--- src/rtl/io_timer_pkg.sv ---
// io_timer_pkg: shared constants for the memory-mapped interval timer.
//   - register offsets inside the 4-byte window
//   - CTRL / STATUS bit positions
//   - register and counter widths
package io_timer_pkg;

  localparam int unsigned REG_W = 8;   // CPU data bus / register width
  localparam int unsigned CNT_W = 16;  // count and reload width
  localparam int unsigned CTRL_W = 3;  // implemented CTRL bits

  localparam logic [1:0] OFF_CNT_LO = 2'd0;
  localparam logic [1:0] OFF_CNT_HI = 2'd1;
  localparam logic [1:0] OFF_CTRL   = 2'd2;
  localparam logic [1:0] OFF_STATUS = 2'd3;

  localparam int unsigned CTRL_EN_BIT = 0;
  localparam int unsigned CTRL_AR_BIT = 1;
  localparam int unsigned CTRL_IE_BIT = 2;
  localparam int unsigned STAT_EXP_BIT = 0;

endpackage

--- src/rtl/io_timer_tick_prescaler.sv ---
// tick_prescaler: divides clk into a one-cycle tick every PRESCALE+1 clocks.
// Ports:
//   clk   - clock, rising edge
//   reset - asynchronous active-low reset
//   en    - count enable; while low the divider is held at 0
//   tick  - one-clk pulse when the divider reaches PRESCALE
module tick_prescaler #(
  parameter logic [7:0] PRESCALE = 8'd99
) (
  input  logic clk,
  input  logic reset,
  input  logic en,
  output logic tick
);

  logic [7:0] pre_q;
  logic [7:0] pre_d;

  always_comb begin
    tick = en && (pre_q == PRESCALE);
    if (!en || tick) begin
      pre_d = 8'd0;
    end else begin
      pre_d = pre_q + 8'd1;
    end
  end

  always_ff @(posedge clk or negedge reset) begin
    if (!reset) begin
      pre_q <= 8'd0;
    end else begin
      pre_q <= pre_d;
    end
  end

endmodule

--- src/rtl/io_timer.sv ---
// io_timer: 16-bit down-counting interval timer on an 8-bit CPU bus.
// Register window at BASE..BASE+3:
//   0 CNT_LO  write: reload[7:0]   read: counter[7:0] (latches counter[15:8])
//   1 CNT_HI  write: reload[15:8]  read: latched high byte
//   2 CTRL    bit0 en, bit1 auto_reload, bit2 irq_en
//   3 STATUS  bit0 expired, write 1 to clear
// Ports:
//   clk, reset (async active-low)
//   AB[15:0] address, DO[7:0] write data, WE write enable
//   DI[7:0] registered read data, hit marks DI as timer data, irq level
module io_timer
  import io_timer_pkg::*;
#(
  parameter logic [15:0] BASE     = 16'hD000,
  parameter logic [7:0]  PRESCALE = 8'd99
) (
  input  logic             clk,
  input  logic             reset,
  input  logic [15:0]      AB,
  input  logic [REG_W-1:0] DO,
  input  logic             WE,
  output logic [REG_W-1:0] DI,
  output logic             hit,
  output logic             irq
);

  logic [CNT_W-1:0]  counter_q, counter_d;
  logic [CNT_W-1:0]  reload_q, reload_d;
  logic [REG_W-1:0]  snap_q, snap_d;
  logic [CTRL_W-1:0] ctrl_q, ctrl_d;
  logic              expired_q, expired_d;
  logic [REG_W-1:0]  di_q, di_d;
  logic              hit_q, hit_d;
  logic              irq_q, irq_d;

  logic             sel, wr_en, rd_en, tick, set_exp;
  logic [1:0]       off;
  logic [CNT_W-1:0] eff_cnt;

  assign sel   = (AB[15:2] == BASE[15:2]);
  assign off   = AB[1:0];
  assign wr_en = sel & WE;
  assign rd_en = sel & ~WE;

  tick_prescaler #(.PRESCALE(PRESCALE)) u_prescaler (
    .clk   (clk),
    .reset (reset),
    .en    (ctrl_q[CTRL_EN_BIT]),
    .tick  (tick)
  );

  // An expired counter parked at 0 in auto-reload mode restarts from the
  // reload value on the next tick; that tick also counts as one step, so
  // the period is exactly "reload" ticks. Without auto-reload a 0 simply
  // wraps to FFFF, which makes reload 0 mean 65536 ticks.
  assign eff_cnt = ((counter_q == '0) && ctrl_q[CTRL_AR_BIT]) ? reload_q : counter_q;

  always_comb begin
    counter_d = counter_q;
    reload_d  = reload_q;
    ctrl_d    = ctrl_q;
    expired_d = expired_q;
    set_exp   = 1'b0;

    if (wr_en && (off == OFF_CNT_LO)) begin
      reload_d[7:0] = DO;
    end
    if (wr_en && (off == OFF_CNT_HI)) begin
      reload_d[15:8] = DO;
      // Loading is suppressed while running so a reprogram cannot glitch
      // an interval in progress.
      if (!ctrl_q[CTRL_EN_BIT]) begin
        counter_d = {DO, reload_q[7:0]};
      end
    end

    // tick only fires while en is set, so it never collides with a load.
    if (tick) begin
      if (eff_cnt == CNT_W'(1)) begin
        counter_d = '0;
        set_exp   = 1'b1;
        if (!ctrl_q[CTRL_AR_BIT]) begin
          ctrl_d[CTRL_EN_BIT] = 1'b0;
        end
      end else begin
        counter_d = eff_cnt - CNT_W'(1);
      end
    end

    // CPU write lands after the hardware clear so software wins.
    if (wr_en && (off == OFF_CTRL)) begin
      ctrl_d = DO[CTRL_W-1:0];
    end

    if (wr_en && (off == OFF_STATUS) && DO[STAT_EXP_BIT]) begin
      expired_d = 1'b0;
    end
    if (set_exp) begin
      expired_d = 1'b1;
    end

    irq_d = expired_d & ctrl_d[CTRL_IE_BIT];
  end

  // Registered read port: one cycle of latency, like a synchronous RAM.
  always_comb begin
    di_d   = '0;
    hit_d  = rd_en;
    snap_d = snap_q;
    if (rd_en) begin
      case (off)
        OFF_CNT_LO: begin
          di_d   = counter_q[7:0];
          snap_d = counter_q[15:8];
        end
        OFF_CNT_HI: di_d = snap_q;
        OFF_CTRL:   di_d[CTRL_W-1:0] = ctrl_q;
        default:    di_d[STAT_EXP_BIT] = expired_q;
      endcase
    end
  end

  always_ff @(posedge clk or negedge reset) begin
    if (!reset) begin
      counter_q <= '0;
      reload_q  <= '0;
      snap_q    <= '0;
      ctrl_q    <= '0;
      expired_q <= 1'b0;
      di_q      <= '0;
      hit_q     <= 1'b0;
      irq_q     <= 1'b0;
    end else begin
      counter_q <= counter_d;
      reload_q  <= reload_d;
      snap_q    <= snap_d;
      ctrl_q    <= ctrl_d;
      expired_q <= expired_d;
      di_q      <= di_d;
      hit_q     <= hit_d;
      irq_q     <= irq_d;
    end
  end

  assign DI  = di_q;
  assign hit = hit_q;
  assign irq = irq_q;

endmodule

--- config.mk ---
export PLATFORM = sky130hd
export DESIGN_NAME = io_timer
export DESIGN_NICKNAME = d
export VERILOG_FILES = /design/src/rtl/io_timer_pkg.sv /design/src/rtl/io_timer_tick_prescaler.sv /design/src/rtl/io_timer.sv
export SDC_FILE = /design/constraint.sdc
export NUM_CORES = 1
export LEC_CHECK = 0
export CAP_MARGIN = 20
export CORE_MARGIN = 4
export CORE_UTILIZATION = 35
export CTS_CLUSTER_DIAMETER = 200
export DETAILED_ROUTE_END_ITERATION = 7
export HOLD_SLACK_MARGIN = 0.02
export PLACE_DENSITY = 0.53
export SLEW_MARGIN = 30
export SYNTH_ARGS = -nofsm -noshare
export SYNTH_HDL_FRONTEND = slang
export SYNTH_SLANG_ARGS = --single-unit
--- constraint.sdc ---
create_clock -name clk -period 3.65 [get_ports clk]
set_input_delay 0.9125 -clock clk [delete_from_list [all_inputs] [get_ports clk]]
set_output_delay 0.9125 -clock clk [all_outputs]
set_load 0.02 [all_outputs]
; Word-level counts from Yosys, hierarchy flattened
; Cells that the tools add are included.
[totals]
ff_bits = 62
inputBits = 27
word_cells = 61
[classes]
add_sub_neg = 2
n_eq_ne = 8
mux = 18
bitwise_logic = 4
reduce_logical = 17
[ops]
columns = op, count
row1 = 16-bit two-way mux, 5
row2 = 16-bit by 1-bit equality test with 1-bit output (second input constant), 1
row3 = 16-bit logical NOT, 1
row4 = 8-bit two-way mux, 2
row5 = 16-bit by 1-bit subtractor with 16-bit output (second input constant), 1
row6 = 14-bit equality test (second input constant), 1
row7 = 5-bit one-hot mux with 2 select lines, 1
row8 = 8-bit by 1-bit adder with 8-bit output (second input constant), 1
row9 = 8-bit by 7-bit equality test with 1-bit output (second input constant), 1
row10 = 1-bit logical AND, 7
row11 = 1-bit two-way mux, 7
row12 = 2-bit one-hot mux with 3 select lines, 1
row13 = 2-bit nonzero test, 3
row14 = 2-bit equality test (second input constant), 2
row15 = 2-bit by 1-bit != test with 1-bit output (second input constant), 2
row16 = 2-bit AND reduction, 2
row17 = 1-bit AND, 3
row18 = 3-bit two-way mux, 1
row19 = 1-bit one-hot mux with 3 select lines, 1
row20 = 3-bit AND reduction, 1
row21 = 2-bit by 1-bit equality test with 1-bit output (second input constant), 1
row22 = 2-bit logical NOT, 1
row23 = 1-bit logical NOT, 1
row24 = 1-bit logical OR, 1
row25 = 1-bit inverter, 1

; Longest topological paths before layout
[depth]
depth_word = 8
depth_mapped = 14
depth_no_buf = 11

; Modules after synthesis
; Synthesis repeated with hierarchy kept, for this count alone.
[unflattened]
hier_cells = 332
hier_area_um2 = 3465.8
[by_module_without_submodules]
columns = mod, n_inst, cells_each, area_each_um2
row1 = io_timer, 1, 295, 3080.5
row2 = tick_prescaler, 1, 37, 385.4

; Worst setup path before layout
; OpenSTA, ideal clock, no wires.
[synth_path]
kind = register to register
start = register counter_q[7]
end = register ctrl_q[0]
setup_ns = 0.131
arrival_time_ns = 2.938
required_ns = 3.519
path_slack_ns = 0.581
path_stages_with_launch = 15
n_path_buf = 3
synth_period_minus_slack_ns = 3.069
path_cell_list = dfrtp_1 -> or4_4 -> nor2_1 -> buf_2 -> and2_1 -> clkbuf_1 -> a21oi_1 -> inv_1 -> ha_1 -> inv_1 -> a2111oi_0 -> nand4_1 -> buf_4 -> o31ai_1 -> mux2i_1
[synth_via]
elab_chain_len = 6
[synth_lines]
columns = element, line_no
row1 = start: declaration, io_timer.sv:27  ; logic [CNT_W-1:0] counter_q, counter_d;
row2 = start signal: assignment, io_timer.sv:134  ; counter_q <= counter_d;
row3 = 16-bit logical NOT, io_timer.sv:56  ; assign eff_cnt = ((counter_q == '0) && ctrl_q[CTRL_AR_BIT]) ? reload_q : counter_q;
row4 = 1-bit logical AND, io_timer.sv:56
row5 = 16-bit two-way mux *, io_timer.sv:56
row6 = 16-bit by 1-bit equality test with 1-bit output *, io_timer.sv:79  ; if (eff_cnt == CNT_W'(1)) begin
row7 = 2-bit nonzero test (no source line) *, -
row8 = 3-bit AND reduction (no source line) *, -
row9 = end signal: assignment, io_timer.sv:137  ; ctrl_q <= ctrl_d;
row10 = end: declaration, io_timer.sv:30  ; logic [CTRL_W-1:0] ctrl_q, ctrl_d;
; Every way passes the cells marked *; elsewhere a longest branch is shown, timed or not.
; A chain may end at the register's enable or synchronous reset.

; Worst setup path in the final report
[layout_path]
start = register counter_q[1]
end = register ctrl_q[0]
; Same word-level chain as after synthesis.

==> impl_metrics.csv <==
group,metric,value,unit
route,drt_iter0_drc,149,
timing,max_freq,322,MHz
worst_setup_path,critical_path_class,"reg -> reg",
clocking,cts_max_level,3,
placement,gp_congestion,0.920,
yosys,synth-seq-cells,62,
global_routing,antenna_found_initial,0,
layout,final_nets,421,
route,antenna_left,0,
route,wl,9.34,mm
placement,place_area,4020,µm²
yosys,synth_seq_area_share,45.0,%
global_routing,grt_pass1_wl,15.4,mm
clocking,hold_buffers,0,
layout,final_cell_mix,"dfrtp_1, nor2_1, clkdlybuf4s50_1",
worst_setup_path,worst-r2r-setup-slack,0.55,ns
worst_setup_path,r2r_end,"ctrl_q[0]$_DFFE_PN0P_",
power,p_leak,0.00187,µW
die,start_util,36.7,%
timing,rsz0062_at_grt,"no",
timing,timing.final.ws_setup,0.545,ns
layout,design_area,4210,µm²
yosys,synth_area_per_cell,9.97,µm²
yosys,syn_inst,346,
global_routing,grt_pass1_vias,2827,
clocking,cts_tree,"yes",
timing,maxSlewHeadroom,60.2,%
yosys,ys_types,63,
die,die_area,11500,µm²
timing,worst_hold_slack,0.366,ns
global_routing,grt_use_total,17.3,%
min_path,hp-class,"in -> async",
timing,period_minus_slack,3.10,ns
timing,setup_viol,0,
power,power_density,495,nW/µm²
clocking,cts-root-buf,"clkbuf_8",
route,num_vias,2869,
yosys,yosysWarnings,0,
timing,period_share,85.1,%
placement,portBuffers,36,
layout,area_growth,21.9,%
clocking,clkLatencyLatePin,0.35,ns
layout,antenna_cells,0,
worst_setup_path,cp-end-kind,"register",
clocking,cts_buffers,9,
clocking,cts.repair.resized,0,
timing,final_max_slew_viol_count,0,
clocking,clockBufferDepth,2,
die,fp.coreArea,9420,µm²
worst_setup_path,r2r-start,"counter_q[1]$_DFFE_PN0P_",
worst_setup_path,ff2ff_path_depth,12,
power,irDropWorstVdd,0.145,mV
yosys,synth_nets,376,
run_status,status,"completed",
yosys,async_flop_share,100,%
placement,dp_cells,509,
placement,preCtsSetupSlack,0.301,ns
yosys,synth_edf_count,0,
clocking,cts_setup_buffers,0,
route,routedWlPerCell,17.8,µm
timing,setup-tns-final,0,ns
yosys,synth_flop_cell,"dfrtp_1",
worst_setup_path,cp.arrival,3.33,ns
die,num_io_pins,37,
route,first_pass_iters,4,
die,die_w,107,µm
route,drcViolationCount,0,
global_routing,grt_overflow,0,
route,vias_per_cell,5.48,
timing,tightest_slew,0.582,ns
worst_setup_path,cp_max_fo,8,
layout,finalNonFillerCells,524,
die,rows,35,
layout,drive_above_1_share,18.2,%
global_routing,grt_max_degree,38,
yosys,synth_area,3450,µm²
clocking,cts.sink_count,62,
worst_setup_path,critPathLaunchType,"register",
layout,final_common_cell,"dfrtp_1",
clocking,clk_pin_slew_worst_paths,0.07,ns
placement,dp_hpwl,6.83,mm
timing,hold_viol_final,0,
worst_setup_path,crit_required,3.88,ns
run,maxCapViolations,0,
timing,fin_skew,0.0123,ns
die,chipHeight,107,µm
[cells in the mapped netlist, types with 3 or more instances]
cell	n	area share, %
clkbuf_1	9	0.98
nand2_1	23	2.5
inv_1	7	0.76
a31oi_1	18	3.3
nand4_1	6	1.1
o31ai_1	5	1.1
nor3_1	5	0.73
xnor2_1	9	2.3
or3_1	6	1.1
a31o_2	3	0.76
and3_1	5	0.91
a21boi_0	3	0.65
o21a_1	3	0.65
nor4_1	8	1.5
xor2_1	7	1.8
or4_1	4	0.87
a21oi_1	14	2.0
o211ai_1	3	0.65
dfrtp_1	62	45
o21ai_0	3	0.43
nand3_1	14	2.0
mux2_2	24	7.8
nor2_1	40	4.4
mux2i_1	10	2.9
ha_1	3	1.1
buf_2	5	0.73
[kinds of logic after synthesis]
family	after synthesis	synth area share, %
xor gates and xnor gates	16	4.06
muxes	35	11.4
buffers and inverters	24	2.90
adders and majority gates	3	1.09
DFF	62	45.0
AOI/OAI and AO/OA	74	15.4
and+or+nand+nor	132	20.2
[sequential cells by signal, summed over array words and instances (netlist names)]
register	cells
counter_q	16
reload_q	16
DI	8
snap_q	8
u_prescaler.pre_q	8
ctrl_q	3
expired_q	1
hit	1
irq	1
[final cells by class]
type / count / area [µm²]
well taps: 129 / 161
repair buffers: 51 / 480
fillers: 926 / 5210
multi-input cells: 260 / 1800
clock buffers: 11 / 141
clock inverters: 4 / 47.5
flip-flops and latches: 62 / 1550
inverters: 7 / 26.3
[per-stage QoR]
stage / util, % / power, µW
after floorplan: - / 1280
after global placement: 42.7 / 1490
after detailed placement: 42.7 / 1490
after CTS: 44.7 / 2100
after global routing: 44.7 / 2220
final: 44.7 / 2080
[worst max-delay path by stage]
stage	end	startpoint	cells past startpoint
detailed placement	counter_q[14]$_DFFE_PN0P_	AB[12]	7
global placement	counter_q[1]$_DFFE_PN0P_	AB[12]	8
CTS	ctrl_q[0]$_DFFE_PN0P_	counter_q[1]$_DFFE_PN0P_	12
finish	ctrl_q[0]$_DFFE_PN0P_	counter_q[1]$_DFFE_PN0P_	12
global route	ctrl_q[0]$_DFFE_PN0P_	counter_q[1]$_DFFE_PN0P_	12
floorplan	ctrl_q[0]$_DFFE_PN0P_	counter_q[7]$_DFFE_PN0P_	14
[routing by layer]
layer	part of all wire [%]	GRT usage (%)
met1	47	23.6
met2	47	26.7
met3	4.1	4.26
met4	1.8	5.94
met5	0	0
[report_power, final]
part / total, µW / internal, µW / switching [µW]
clock: 606 / 328 / 278
sequential: 840 / 744 / 95.3
combinational: 638 / 278 / 360
[critical path, stage by stage (launching register included)]
cell and delay [ns]:
dfrtp_1 0.48, or4_4 0.62, nor3_2 0.19, and2_1 0.17, a21oi_1 0.11, inv_1 0.08, ha_1 0.13, inv_1 0.04
a2111oi_0 0.45, nand4_1 0.21, buf_4 0.20, o31ai_1 0.21, mux2i_1 0.10
No activity file was read; power rests on OpenSTA's default activity.
